--- src/rtl/alu_op_sequencer.sv ---
// Instruction sequencer: fetches, decodes and dispatches one ALU/move operation per start
// request, waits for the operation FSM with a bounded timeout, then advances the PC.
module alu_op_sequencer (
    input  logic       clk,
    input  logic       reset,
    input  logic       start,
    input  logic [3:0] opcode,
    input  logic       sub_done,
    output logic       IR_Load,
    output logic       ImData_Start,
    output logic       RegALU_Start,
    output logic       Move_Start,
    output logic       PC_Increment,
    output logic       Busy,
    output logic       Done,
    output logic       Illegal,
    output logic       Timeout
);

    typedef enum logic [2:0] {
        S_IDLE     = 3'd0,
        S_FETCH    = 3'd1,
        S_DECODE   = 3'd2,
        S_DISPATCH = 3'd3,
        S_WAIT     = 3'd4,
        S_PC_INC   = 3'd5,
        S_DONE     = 3'd6,
        S_ERROR    = 3'd7
    } state_t;

    localparam logic [3:0] OP_NOP    = 4'h0;
    localparam logic [3:0] OP_IMDATA = 4'h1;
    localparam logic [3:0] OP_REGALU = 4'h2;
    localparam logic [3:0] OP_MOVE   = 4'h3;
    localparam logic [3:0] TCNT_MAX  = 4'hF;

    function automatic logic is_dispatch_op(input logic [3:0] op);
        return (op >= OP_IMDATA) && (op <= OP_MOVE);
    endfunction

    state_t     state_q, state_d;
    logic [3:0] op_q, op_d;
    logic [3:0] tcnt_q, tcnt_d;

    logic ir_load_q, ir_load_d;
    logic imdata_start_q, imdata_start_d;
    logic regalu_start_q, regalu_start_d;
    logic move_start_q, move_start_d;
    logic pc_increment_q, pc_increment_d;
    logic busy_q, busy_d;
    logic done_q, done_d;
    logic illegal_q, illegal_d;
    logic timeout_q, timeout_d;

    // Next-state, opcode latch and WAIT timeout counter.
    always_comb begin
        state_d = state_q;
        op_d    = op_q;
        tcnt_d  = tcnt_q;
        case (state_q)
            S_IDLE: begin
                if (start) begin
                    state_d = S_FETCH;
                end else begin
                    state_d = S_IDLE;
                end
            end
            S_FETCH: state_d = S_DECODE;
            S_DECODE: begin
                op_d = opcode;
                if (opcode == OP_NOP) begin
                    state_d = S_PC_INC;
                end else if (is_dispatch_op(opcode)) begin
                    state_d = S_DISPATCH;
                end else begin
                    state_d = S_DONE;
                end
            end
            S_DISPATCH: begin
                tcnt_d  = 4'd0;
                state_d = S_WAIT;
            end
            S_WAIT: begin
                // Completion wins over timeout when both land in the last counted cycle.
                if (sub_done) begin
                    state_d = S_PC_INC;
                end else if (tcnt_q == TCNT_MAX) begin
                    state_d = S_ERROR;
                end else begin
                    tcnt_d = tcnt_q + 4'd1;
                end
            end
            S_PC_INC: state_d = S_DONE;
            S_DONE:   state_d = S_IDLE;
            S_ERROR:  state_d = S_IDLE;
            default:  state_d = S_IDLE;
        endcase
    end

    // Outputs decoded from the next state so the registered copies line up with the state.
    always_comb begin
        ir_load_d      = 1'b0;
        imdata_start_d = 1'b0;
        regalu_start_d = 1'b0;
        move_start_d   = 1'b0;
        pc_increment_d = 1'b0;
        done_d         = 1'b0;
        illegal_d      = 1'b0;
        timeout_d      = 1'b0;
        busy_d         = (state_d != S_IDLE);
        case (state_d)
            S_FETCH: ir_load_d = 1'b1;
            S_DISPATCH: begin
                case (op_d)
                    OP_IMDATA: imdata_start_d = 1'b1;
                    OP_REGALU: regalu_start_d = 1'b1;
                    OP_MOVE:   move_start_d   = 1'b1;
                    default:   imdata_start_d = 1'b0;
                endcase
            end
            S_PC_INC: pc_increment_d = 1'b1;
            S_DONE: begin
                done_d    = 1'b1;
                illegal_d = (op_d > OP_MOVE);
            end
            S_ERROR: timeout_d = 1'b1;
            default: busy_d = (state_d != S_IDLE);
        endcase
    end

    // State, datapath and output registers.
    always_ff @(posedge clk or negedge reset) begin
        if (!reset) begin
            state_q        <= S_IDLE;
            op_q           <= 4'd0;
            tcnt_q         <= 4'd0;
            ir_load_q      <= 1'b0;
            imdata_start_q <= 1'b0;
            regalu_start_q <= 1'b0;
            move_start_q   <= 1'b0;
            pc_increment_q <= 1'b0;
            busy_q         <= 1'b0;
            done_q         <= 1'b0;
            illegal_q      <= 1'b0;
            timeout_q      <= 1'b0;
        end else begin
            state_q        <= state_d;
            op_q           <= op_d;
            tcnt_q         <= tcnt_d;
            ir_load_q      <= ir_load_d;
            imdata_start_q <= imdata_start_d;
            regalu_start_q <= regalu_start_d;
            move_start_q   <= move_start_d;
            pc_increment_q <= pc_increment_d;
            busy_q         <= busy_d;
            done_q         <= done_d;
            illegal_q      <= illegal_d;
            timeout_q      <= timeout_d;
        end
    end

    assign IR_Load      = ir_load_q;
    assign ImData_Start = imdata_start_q;
    assign RegALU_Start = regalu_start_q;
    assign Move_Start   = move_start_q;
    assign PC_Increment = pc_increment_q;
    assign Busy         = busy_q;
    assign Done         = done_q;
    assign Illegal      = illegal_q;
    assign Timeout      = timeout_q;

endmodule
--- config.mk ---
export PLATFORM = sky130hd
export DESIGN_NAME = alu_op_sequencer
export DESIGN_NICKNAME = d
export VERILOG_FILES = /design/src/rtl/alu_op_sequencer.sv
export SDC_FILE = /design/constraint.sdc
export NUM_CORES = 1
export LEC_CHECK = 0
export ABC_AREA = 0
export CAP_MARGIN = 30
export CORE_MARGIN = 2
export CORE_UTILIZATION = 60
export DETAILED_ROUTE_END_ITERATION = 8
export DONT_BUFFER_PORTS = 1
export PLACE_DENSITY = 0.73
export SLEW_MARGIN = 20
export SYNTH_ARGS = -nofsm -noshare
export SYNTH_HDL_FRONTEND = slang
export SYNTH_SLANG_ARGS = --single-unit
--- constraint.sdc ---
create_clock -name clk -period 1.94 [get_ports clk]
set_clock_uncertainty 0.1 [all_clocks]
set_input_delay 0.388 -clock clk [delete_from_list [all_inputs] [get_ports clk]]
set_output_delay 0.388 -clock clk [all_outputs]
set_load 0.02 [all_outputs]
; ---- After elaboration in Yosys (flattened, before gate mapping)
; Cells that the tools add are included.
[classes]
n_eq_ne = 18
n_reduce_logical = 7
n_lt_le_gt_ge = 3
muxes = 21
n_addsub = 1
[op_table]
columns = cell, count
row1 = == test 3 bit (second input constant), 7
row2 = case mux 3 bit (7 select lines), 1
row3 = 2-to-1 mux 1 bit, 12
row4 = 2-to-1 mux 3 bit, 4
row5 = 2-to-1 mux 4 bit, 3
row6 = == test 3 x 2 -> 1 bit (second input constant), 3
row7 = == test 4 x 2 -> 1 bit (second input constant), 2
row8 = case mux 4 bit (2 select lines), 1
row9 = == test 3 x 1 -> 1 bit (second input constant), 2
row10 = adder 4 x 1 -> 4 bit (second input constant), 1
row11 = == test 4 x 1 -> 1 bit (second input constant), 1
row12 = == test 4 bit (second input constant), 1
row13 = greater-or-equal comparator 4 x 1 -> 1 bit (second input constant), 1
row14 = > comparator 4 x 2 -> 1 bit (second input constant), 1
row15 = less-or-equal comparator 4 x 2 -> 1 bit (second input constant), 1
row16 = zero test 4 bit, 1
row17 = != test 2 bit (second input constant), 2
row18 = zero test 3 bit, 1
row19 = AND reduction 3 bit, 1
row20 = nonzero test 3 bit, 1
row21 = nonzero test 2 bit, 1
row22 = OR reduction 2 bit, 1
row23 = logical AND 1 bit, 1
[totals]
in_bits = 8
out_inout_bits = 9
reg_bits = 20
elab_cells = 62

; ---- Logic depth before layout (Yosys ltp)
; Gate-level depths: netlist of run 1.
[depth]
depth_word = 7
ltp_mapped = 6
ltp_nobuf = 6

; ---- Least setup slack after synthesis of run 1
; OpenSTA, ideal clock, no wires.
[synth_timing]
kind = reg-to-reg
start = reg state_q[2]
end = reg imdata_start_q, in the netlist ImData_Start
required_time_ns = 1.739
setup_time_ns = 0.101
arrival_time_ns = 1.395
slack_ns = 0.344
path_stages_with_launch = 5
cell_sequence = dfrtp_1 -> buf_6 -> o31a_1 -> a2111o_1 -> nor4_1
[synth_between]
elab_chain_len = 5
[synth_rtl]
columns = element, line_no
row1 = "start, declared", 41  ; state_t state_q, state_d;
row2 = "start signal, assigned", 147  ; state_q <= state_d;
row3 = == test 3 bit (tied with other cells), 60  ; case (state_q)
row4 = OR reduction 2 bit (no source line) (tied with other cells), --
row5 = case mux 3 bit (7 select lines) or == test 4 x 1 -> 1 bit (tied branches), "60, 114"
row6 = == test 3 x 2 -> 1 bit or 2-to-1 mux 1 bit (tied branches), "111, 114"
row7 = 2-to-1 mux 1 bit (*), 111  ; case (state_d)
row8 = named net imdata_start_d, 46  ; logic imdata_start_q, imdata_start_d;
row9 = "end signal, assigned", 151  ; imdata_start_q <= imdata_start_d;
row10 = "end, declared", 46
; Mark *: on every way through the listed nets, which the timed path passes. The rest lies on a longest branch.
; A chain may end at the register's enable or synchronous reset.

; ---- Worst setup path in the final report of run 1
[layout_timing]
start = reg tcnt_q[0]
end = reg regalu_start_q, in the netlist RegALU_Start
[layout_between]
elab_chain_len = 6
[layout_rtl]
columns = element, line_no
row1 = "start, declared", 43  ; logic [3:0] tcnt_q, tcnt_d;
row2 = "start signal, assigned", 149  ; tcnt_q <= tcnt_d;
row3 = == test 4 bit, 87  ; end else if (tcnt_q == TCNT_MAX) begin
row4 = 2-to-1 mux 3 bit, 87
row5 = 2-to-1 mux 3 bit, 85  ; if (sub_done) begin
row6 = case mux 3 bit (7 select lines), 60
row7 = == test 3 x 2 -> 1 bit, 111
row8 = 2-to-1 mux 1 bit, 111
row9 = named net regalu_start_d, 47  ; logic regalu_start_q, regalu_start_d;
row10 = "end signal, assigned", 152  ; regalu_start_q <= regalu_start_d;
row11 = "end, declared", 47
; The timed path passes the listed nets, and every way through them passes these cells.

==> impl_metrics.prom, run 1 <==
# TYPE chip_impl_metric gauge
chip_impl_info{name="synth_top_family_by_area",value="simple AND/OR/NAND/NOR gates"} 1
chip_impl_metric{name="timing.setup.tns",unit="ns"} 0
chip_impl_metric{name="regToRegSetupSlack",unit="ns"} 0.18
chip_impl_metric{name="postRouteWirelength",unit="mm"} 1.506
chip_impl_metric{name="drc_violations_left",unit=""} 0
chip_impl_metric{name="core-area",unit="um2"} 1524
chip_impl_metric{name="async_flop_share",unit="%"} 100.0
chip_impl_metric{name="post-cts-setup-buffer-count",unit=""} 0
chip_impl_metric{name="crit_path_max_fanout",unit=""} 8
chip_impl_metric{name="worst_slack_after_detailed_placement",unit="ns"} 0.2056
chip_impl_metric{name="post_synth_fa_ha_maj_area_fraction",unit="%"} 1.274
chip_impl_metric{name="routabilityCongestion",unit=""} 0.8446
chip_impl_metric{name="grt_pass1_wl",unit="mm"} 2.615
chip_impl_metric{name="hold_path_depth",unit=""} 1
chip_impl_info{name="worst-setup-path-type",value="reg -> reg"} 1
chip_impl_metric{name="synthesis.nets",unit=""} 99
chip_impl_metric{name="hpwl",unit="mm"} 1.086
chip_impl_info{name="min-delay-path-class",value="in -> reg"} 1
chip_impl_metric{name="max_transition_margin",unit="%"} 66.99
chip_impl_metric{name="r2r.worst_path.cells",unit=""} 5
chip_impl_metric{name="routedWlPerCell",unit="um"} 13.82
chip_impl_metric{name="dieWidth",unit="um"} 44.46
chip_impl_metric{name="layout-area-overhead-vs-synth",unit="%"} 7.261
chip_impl_info{name="hold_path_end",value="Timeout$_DFF_PN0_"} 1
chip_impl_metric{name="tightestPinTransition",unit="ns"} 0.4935
chip_impl_metric{name="static-leakage-power",unit="nW"} 0.4711
chip_impl_metric{name="timing.final.setup_violations",unit=""} 0
chip_impl_metric{name="num_io_pins",unit=""} 17
chip_impl_metric{name="synth_xor_area_share",unit="%"} 1.783
chip_impl_info{name="crit_end_category",value="register"} 1
chip_impl_metric{name="maxClockFrequency",unit="MHz"} 567.3
chip_impl_info{name="cts_tree",value="yes"} 1
chip_impl_info{name="setup_repair_after_global_routing_missed_its_margin",value="false"} 1
chip_impl_metric{name="pwr_density_cell",unit="nW/um2"} 1627
chip_impl_metric{name="cts.repair.resized",unit=""} 0
chip_impl_metric{name="drive_above_1_share",unit="%"} 18.28
chip_impl_info{name="synth-main-ff-cell",value="sky130_fd_sc_hd__dfrtp_1"} 1
chip_impl_metric{name="die-area",unit="um2"} 1977
chip_impl_metric{name="clock_insertion_delay_worst_skew",unit="ns"} 0.30
chip_impl_metric{name="globalRoute.totalOverflow",unit=""} 0
chip_impl_metric{name="period_minus_slack",unit="ns"} 1.763
chip_impl_metric{name="synthesis.yosys.warnings",unit=""} 0
chip_impl_metric{name="synth_compound_gate_area_share",unit="%"} 12.61
chip_impl_info{name="crit-reg2reg-capture",value="RegALU_Start$_DFF_PN0_"} 1
chip_impl_info{name="timing.hold.worst.start",value="sub_done"} 1
chip_impl_metric{name="cts_made_buffers",unit=""} 3
chip_impl_metric{name="timing_hold_violations_final",unit=""} 0
chip_impl_metric{name="start_util",unit="%"} 64.45
chip_impl_metric{name="synthesis_stage_register_bit_count",unit=""} 20
chip_impl_metric{name="worst_case_vdd_ir_drop",unit="mV"} 0.9720
chip_impl_metric{name="htreeDepth",unit=""} 1
chip_impl_metric{name="timing.critical_path.arrival",unit="ns"} 1.87
chip_impl_metric{name="vias",unit=""} 678
chip_impl_metric{name="synth-edff-count",unit=""} 0
chip_impl_metric{name="detail-route-antenna-nets",unit=""} 0
chip_impl_metric{name="timing.final.crit_share",unit="%"} 90.86
chip_impl_metric{name="clk_pin_slew_worst_paths",unit="ns"} 0.11
chip_impl_metric{name="tritoncts_num_sinks",unit=""} 20
chip_impl_metric{name="synth.area.mux_share",unit="%"} 5.732
chip_impl_metric{name="cp_data_required_time",unit="ns"} 2.05
chip_impl_metric{name="synth_area_per_cell",unit="um2"} 10.91
chip_impl_metric{name="yosys.cell_types.count",unit=""} 32
chip_impl_info{name="startpoint_type",value="register"} 1
chip_impl_metric{name="report.power.total",unit="mW"} 1.714
chip_impl_metric{name="grt_max_degree",unit=""} 21
chip_impl_metric{name="syn-cell-area",unit="um2"} 982.2
chip_impl_metric{name="detailedRoute.firstPassIterationCount",unit=""} 4
chip_impl_info{name="worst_r2r_src",value="tcnt_q[0]$_DFFE_PN0P_"} 1
chip_impl_metric{name="chipHeight",unit="um"} 44.46
chip_impl_metric{name="synth_simple_gate_area_share",unit="%"} 22.29
chip_impl_info{name="outcome",value="completed"} 1
chip_impl_metric{name="portBuffers",unit=""} 0
chip_impl_metric{name="maxSlewViolCount",unit=""} 0
chip_impl_metric{name="antenna_cells",unit=""} 0
chip_impl_metric{name="initialDrtViolationCount",unit=""} 21
chip_impl_info{name="clock-root-buffer",value="sky130_fd_sc_hd__clkbuf_4"} 1
chip_impl_metric{name="netlist_instances",unit=""} 90
chip_impl_metric{name="antenna_found_initial",unit=""} 0
chip_impl_metric{name="timing.max_cap.violations",unit=""} 0
chip_impl_metric{name="cts_max_path_buffers",unit=""} 2
chip_impl_metric{name="rows",unit=""} 14
chip_impl_metric{name="synth_seq_area_share",unit="%"} 50.96
chip_impl_metric{name="first_global_vias",unit=""} 621
chip_impl_metric{name="route.detailed.vias_per_inst",unit=""} 6.220
chip_impl_metric{name="post_cts_hold_fix_bufs",unit=""} 1
chip_impl_metric{name="global_route.usage.total",unit="%"} 18.17
chip_impl_metric{name="final.setup.worst_slack",unit="ns"} 0.1774
chip_impl_metric{name="fin_nets",unit=""} 103
chip_impl_info{name="setup.worst_path.start",value="tcnt_q[0]$_DFFE_PN0P_"} 1
[metal layers]
metal | GRT usage, % | share of wire (%) | vias to the layer above
met2 | 25.51 | 45 | 20
li1 | - | - | 325
met5 | 0 | 0 | -
met1 | 26.79 | 49 | 331
met3 | 4.490 | 5.3 | 2
met4 | 7.273 | 0.86 | 0
[flip-flops by register name, indices dropped and copies added (netlist names)]
| name | count |
|---|---|
| IR_Load | 1 |
| state_q | 3 |
| PC_Increment | 1 |
| ImData_Start | 1 |
| Done | 1 |
| Illegal | 1 |
| tcnt_q | 4 |
| Move_Start | 1 |
| Busy | 1 |
| op_q | 4 |
| RegALU_Start | 1 |
| Timeout | 1 |
[power by group]
group,switching [mW],internal [mW]
combinational,0.305,0.289
clock,0.128,0.209
sequential,0.206,0.577
[critical path, cell delays in order, from the launching register on]
cell	delay [ns]
sky130_fd_sc_hd__dfrtp_1	0.43
sky130_fd_sc_hd__ha_1	0.22
sky130_fd_sc_hd__and3_1	0.25
sky130_fd_sc_hd__a21oi_1	0.09
sky130_fd_sc_hd__o21a_1	0.26
sky130_fd_sc_hd__nor4_1	0.31
[synth_stat cells, drive strengths merged (2+ instances only)]
master / instances / share of area [%]
nand2: 6 / 2.3
o21a: 2 / 1.5
mux2: 5 / 5.7
buf: 5 / 3.8
inv: 4 / 1.5
dfrtp: 20 / 51
and3: 2 / 1.3
nor3b: 4 / 3.6
o21ai: 4 / 2.0
nor3: 4 / 2.0
xnor2: 2 / 1.8
a31oi: 2 / 1.3
nor4: 4 / 4.1
nand3: 2 / 1.0
nor2: 8 / 3.1
a21oi: 3 / 1.5
[area by class of cell]
class,count,area (um2)
sequential,20,500.5
inverter,4,15.01
fill,122,470.5
multi-input combinational,61,429.2
timing repair buffer,4,36.28
clock buffer,3,22.52
clock inverter,1,30.03
tap,16,20.02
[per-stage QoR]
step / area, um2 / utilization (%) / hold WS, ns / cells
after detailed placement: 979.7 / 64.29 / -0.007221 / 103
after CTS: 1042 / 68.39 / 0.03342 / 108
after floorplan: 982.2 / - / -0.007591 / 90
after global placement: 979.7 / 64.29 / -0.007220 / 103
final: 1054 / 69.13 / 0.04774 / 109
after global routing: 1054 / 69.13 / 0.03998 / 109
[kinds of logic after synthesis]
group,count (synthesis)
compound gates,17
xor+xnor,2
fa+ha+maj,1
buf+inv,9
flops,20
mux,5
simple gates,36
[layout by cell type, fill, tap and decap left out, drive strengths merged, types with 2 or more instances in the layout]
master,n
nor3,4
clkbuf,3
nand2,6
nand3,2
o21a,2
inv,4
buf,3
xnor2,2
o21ai,4
and3,2
mux2,5
nor2,8
dfrtp,20
nor3b,4
a31oi,2
nor4,4
a21oi,3
[worst max-delay path by stage]
stage / end / slack, ns / cells after the start
2_1_floorplan: ImData_Start$_DFF_PN0_ / 0.34 / 4
3_3_place_gp: Move_Start$_DFF_PN0_ / 0.24 / 3
3_5_place_dp: Move_Start$_DFF_PN0_ / 0.21 / 5
4_1_cts: Move_Start$_DFF_PN0_ / 0.19 / 5
5_1_grt: ImData_Start$_DFF_PN0_ / 0.03 / 5
6_report: RegALU_Start$_DFF_PN0_ / 0.18 / 5
No activity file was read; power rests on OpenSTA's default activity.
==> run 2, diff against run 1 <==
--- a/config.mk
+++ b/config.mk
@@ -5,12 +5,13 @@
 export SDC_FILE = /design/constraint.sdc
 export NUM_CORES = 1
 export LEC_CHECK = 0
-export ABC_AREA = 0
+export ABC_AREA = 1
 export CAP_MARGIN = 30
 export CORE_MARGIN = 2
 export CORE_UTILIZATION = 60
 export DETAILED_ROUTE_END_ITERATION = 8
 export DONT_BUFFER_PORTS = 1
+export GPL_ROUTABILITY_DRIVEN = 1
 export PLACE_DENSITY = 0.73
 export SLEW_MARGIN = 20
 export SYNTH_ARGS = -nofsm -noshare
==> constraint.sdc (replaced) <==
create_clock -name clk -period 2.25 [get_ports clk]
set_clock_uncertainty 0.1 [all_clocks]
set_input_delay 0.45 -clock clk [delete_from_list [all_inputs] [get_ports clk]]
set_output_delay 0.45 -clock clk [all_outputs]
set_load 0.02 [all_outputs]
==> impl_metrics.prom, run 2 <==
# TYPE chip_impl_metric gauge
chip_impl_metric{name="async_flop_share",unit="%"} 100.0
chip_impl_metric{name="clock_insertion_delay_worst_skew",unit="ns"} 0.31
chip_impl_metric{name="cts.repair.resized",unit=""} 0
chip_impl_metric{name="static-leakage-power",unit="nW"} 0.5405
chip_impl_metric{name="synth_seq_area_share",unit="%"} 54.42
chip_impl_metric{name="maxSlewViolCount",unit=""} 0
chip_impl_metric{name="chipHeight",unit="um"} 43.15
chip_impl_metric{name="max_transition_margin",unit="%"} 82.88
chip_impl_metric{name="start_util",unit="%"} 62.50
chip_impl_metric{name="htreeDepth",unit=""} 1
chip_impl_metric{name="clk_pin_slew_worst_paths",unit="ns"} 0.12
chip_impl_info{name="synth_top_cells_by_count",value="sky130_fd_sc_hd__nand2_1 (31), sky130_fd_sc_hd__dfrtp_1 (20), sky130_fd_sc_hd__nor2_1 (12), sky130_fd_sc_hd__inv_1 (11), sky130_fd_sc_hd__nand3_1 (10)"} 1
chip_impl_metric{name="first_global_vias",unit=""} 667
chip_impl_metric{name="grt_max_degree",unit=""} 21
chip_impl_metric{name="antenna_found_initial",unit=""} 0
chip_impl_info{name="path_cells",value="nor2_2 > nand2_2 > nor2_1 > nand2_1 > nand2_2 > nand3_1 > nor2_1"} 1
chip_impl_metric{name="timing.max_cap.violations",unit=""} 0
chip_impl_info{name="yosys-top-cells-area",value="sky130_fd_sc_hd__dfrtp_1 (54%), sky130_fd_sc_hd__nand2_1 (13%), sky130_fd_sc_hd__nand3_1 (5.4%)"} 1
chip_impl_info{name="min-delay-path-class",value="in -> reg"} 1
chip_impl_metric{name="cts_max_path_buffers",unit=""} 2
chip_impl_info{name="layout.cells.most_common_list",value="sky130_fd_sc_hd__nand2_1 (31), sky130_fd_sc_hd__dfrtp_1 (20), sky130_fd_sc_hd__nor2_1 (12)"} 1
chip_impl_info{name="cts_tree",value="yes"} 1
chip_impl_metric{name="final.setup.worst_slack",unit="ns"} 0.7412
chip_impl_metric{name="yosys.area.top_type_share",unit="%"} 54.42
chip_impl_metric{name="netlist_instances",unit=""} 110
chip_impl_metric{name="timing.setup.tns",unit="ns"} 0
chip_impl_metric{name="timing.critical_path.arrival",unit="ns"} 1.66
chip_impl_metric{name="detail-route-antenna-nets",unit=""} 0
chip_impl_info{name="crit_end_category",value="register"} 1
chip_impl_metric{name="antenna_cells",unit=""} 0
chip_impl_metric{name="synthesis.nets",unit=""} 119
chip_impl_metric{name="vias",unit=""} 683
chip_impl_metric{name="cts_made_buffers",unit=""} 3
chip_impl_metric{name="routedWlPerCell",unit="um"} 12.86
chip_impl_info{name="synth_largest_area_cell",value="sky130_fd_sc_hd__dfrtp_1"} 1
chip_impl_metric{name="timing.final.crit_share",unit="%"} 67.06
chip_impl_metric{name="portBuffers",unit=""} 0
chip_impl_info{name="yosys.cell_count.top_type",value="sky130_fd_sc_hd__nand2_1"} 1
chip_impl_info{name="worst-setup-path-type",value="reg -> reg"} 1
chip_impl_metric{name="tightestPinTransition",unit="ns"} 0.2569
chip_impl_metric{name="maxClockFrequency",unit="MHz"} 662.8
chip_impl_metric{name="tritoncts_num_sinks",unit=""} 20
chip_impl_metric{name="timing.final.setup_violations",unit=""} 0
chip_impl_metric{name="num_io_pins",unit=""} 17
chip_impl_metric{name="hpwl",unit="mm"} 1.292
chip_impl_metric{name="fin_nets",unit=""} 126
chip_impl_info{name="reg.largest.list",value="op_q x4, tcnt_q x4, state_q x3"} 1
chip_impl_metric{name="period_minus_slack",unit="ns"} 1.509
chip_impl_metric{name="timing.critical_path.buf_inv",unit=""} 0
chip_impl_metric{name="layout-area-overhead-vs-synth",unit="%"} 10.61
chip_impl_metric{name="synthesis.yosys.warnings",unit=""} 0
chip_impl_metric{name="syn-cell-area",unit="um2"} 919.6
chip_impl_metric{name="dieWidth",unit="um"} 43.15
chip_impl_metric{name="synth_area_per_cell",unit="um2"} 8.360
chip_impl_metric{name="worst_case_vdd_ir_drop",unit="mV"} 0.7917
chip_impl_metric{name="core-area",unit="um2"} 1471
chip_impl_info{name="timing.critical_path.max_delay_family",value="simple AND/OR/NAND/NOR gates"} 1
chip_impl_metric{name="drc_violations_left",unit=""} 0
chip_impl_metric{name="cp_data_required_time",unit="ns"} 2.40
chip_impl_info{name="leading_cell_type_in_the_layout_fill_and_taps_excluded",value="sky130_fd_sc_hd__nand2_1"} 1
chip_impl_metric{name="initialDrtViolationCount",unit=""} 14
chip_impl_info{name="clock-root-buffer",value="sky130_fd_sc_hd__clkbuf_4"} 1
chip_impl_metric{name="synthesis_stage_register_bit_count",unit=""} 20
chip_impl_metric{name="globalRoute.totalOverflow",unit=""} 0
chip_impl_metric{name="grt_pass1_wl",unit="mm"} 2.822
chip_impl_metric{name="post_cts_hold_fix_bufs",unit=""} 1
chip_impl_metric{name="pwr_density_cell",unit="nW/um2"} 1374
chip_impl_metric{name="timing_hold_violations_final",unit=""} 0
chip_impl_metric{name="detailedRoute.firstPassIterationCount",unit=""} 4
chip_impl_metric{name="post-cts-setup-buffer-count",unit=""} 0
chip_impl_info{name="setup_repair_after_global_routing_missed_its_margin",value="false"} 1
chip_impl_metric{name="critical-path-max-stage-delay",unit="ns"} 0.48
chip_impl_metric{name="global_route.usage.total",unit="%"} 21.62
chip_impl_metric{name="synth-edff-count",unit=""} 0
chip_impl_metric{name="die-area",unit="um2"} 1862
chip_impl_info{name="startpoint_type",value="register"} 1
chip_impl_metric{name="drive_above_1_share",unit="%"} 16.38
chip_impl_metric{name="worst_slack_after_detailed_placement",unit="ns"} 0.7641
chip_impl_metric{name="routabilityCongestion",unit=""} 0.7839
chip_impl_metric{name="crit_path_max_fanout",unit=""} 5
chip_impl_info{name="outcome",value="completed"} 1
chip_impl_metric{name="postRouteWirelength",unit="mm"} 1.698
chip_impl_metric{name="route.detailed.vias_per_inst",unit=""} 5.174
chip_impl_metric{name="rows",unit=""} 14
chip_impl_info{name="synth-main-ff-cell",value="sky130_fd_sc_hd__dfrtp_1"} 1
chip_impl_metric{name="yosys.cell_types.count",unit=""} 17
chip_impl_info{name="cpMaxStageDelayCell",value="sky130_fd_sc_hd__dfrtp_1"} 1
-- run 2: cell count changes after synthesis, moves of 4 or more --
cell	delta
sky130_fd_sc_hd__nand2_1	+25
sky130_fd_sc_hd__nand3_1	+8
sky130_fd_sc_hd__inv_1	+7
sky130_fd_sc_hd__mux2_2	-5
sky130_fd_sc_hd__nand2_2	+5
sky130_fd_sc_hd__nor2_1	+4
-- run 2: per-stage QoR --
stage               power, mW  instance area [um2]  utilization, %  std cells  hold slack, ns
finish                  1.398                 1017           69.13        132          0.1779
global route            1.518                 1017           69.13        132          0.1971
CTS                     1.404                 1002           68.11        131          0.1809
detailed placement      1.097                939.7           63.86        126         0.05480
global placement        1.074                939.7           63.86        126         0.05480
floorplan              0.9858                919.6               -        110         0.05441
-- run 2: cells by family after synthesis --
family / Yosys count / synth area share, %
buffers and inverters: 13 / 5.306
AND/OR/NAND/NOR: 65 / 32.11
AO/OA/AOI/OAI: 10 / 5.850
XOR/XNOR: 1 / 0.9526
adder cells (fa/ha/maj): 1 / 1.360
flip-flops: 20 / 54.42
-- run 2: final timing paths --
kind	start	endpoint	slack, ns	cells after the start
hold reg to reg	op_q[2]$_DFF_PN0_	op_q[2]$_DFF_PN0_	0.43	2
min in group asynchronous	reset	op_q[1]$_DFF_PN0_	0.30	1
max in group asynchronous	reset	Timeout$_DFF_PN0_	1.37	2
setup / recovery	state_q[0]$_DFF_PN0_	RegALU_Start$_DFF_PN0_	0.74	7
setup reg to reg	state_q[0]$_DFF_PN0_	RegALU_Start$_DFF_PN0_	0.74	7
hold / removal	start	IR_Load$_DFF_PN0_	0.18	2
-- run 2: area by class of cell --
| type | instances | area [um2] |
|---|---|---|
| Tap cell | 16 | 20.02 |
| Sequential cell | 20 | 500.5 |
| Timing Repair Buffer | 2 | 25.02 |
| Fill cell | 111 | 454.2 |
| Clock buffer | 3 | 22.52 |
| Clock inverter | 1 | 30.03 |
| Multi-Input combinational cell | 77 | 370.4 |
| Inverter | 13 | 48.80 |
-- run 2: worst register-to-register path: cells and delay by family, from the launching register on --
kind | cells | cell delay [ns]
AND/OR/NAND/NOR | 7 | 0.87
flip-flops | 1 | 0.48
-- run 2: power breakdown --
group / leakage, nW / switching [mW] / internal [mW]
Sequential: 0.262 / 0.123 / 0.471
Clock: 0.0279 / 0.114 / 0.180
Combinational: 0.250 / 0.346 / 0.164
-- run 2: routing by layer --
metal	vias to the layer above	wire (um)	global-route usage [%]
met1	306	734	28.13
li1	356	-	-
met4	0	43	12.73
met3	5	89	5.532
met2	16	830	32.24
met5	-	0	0
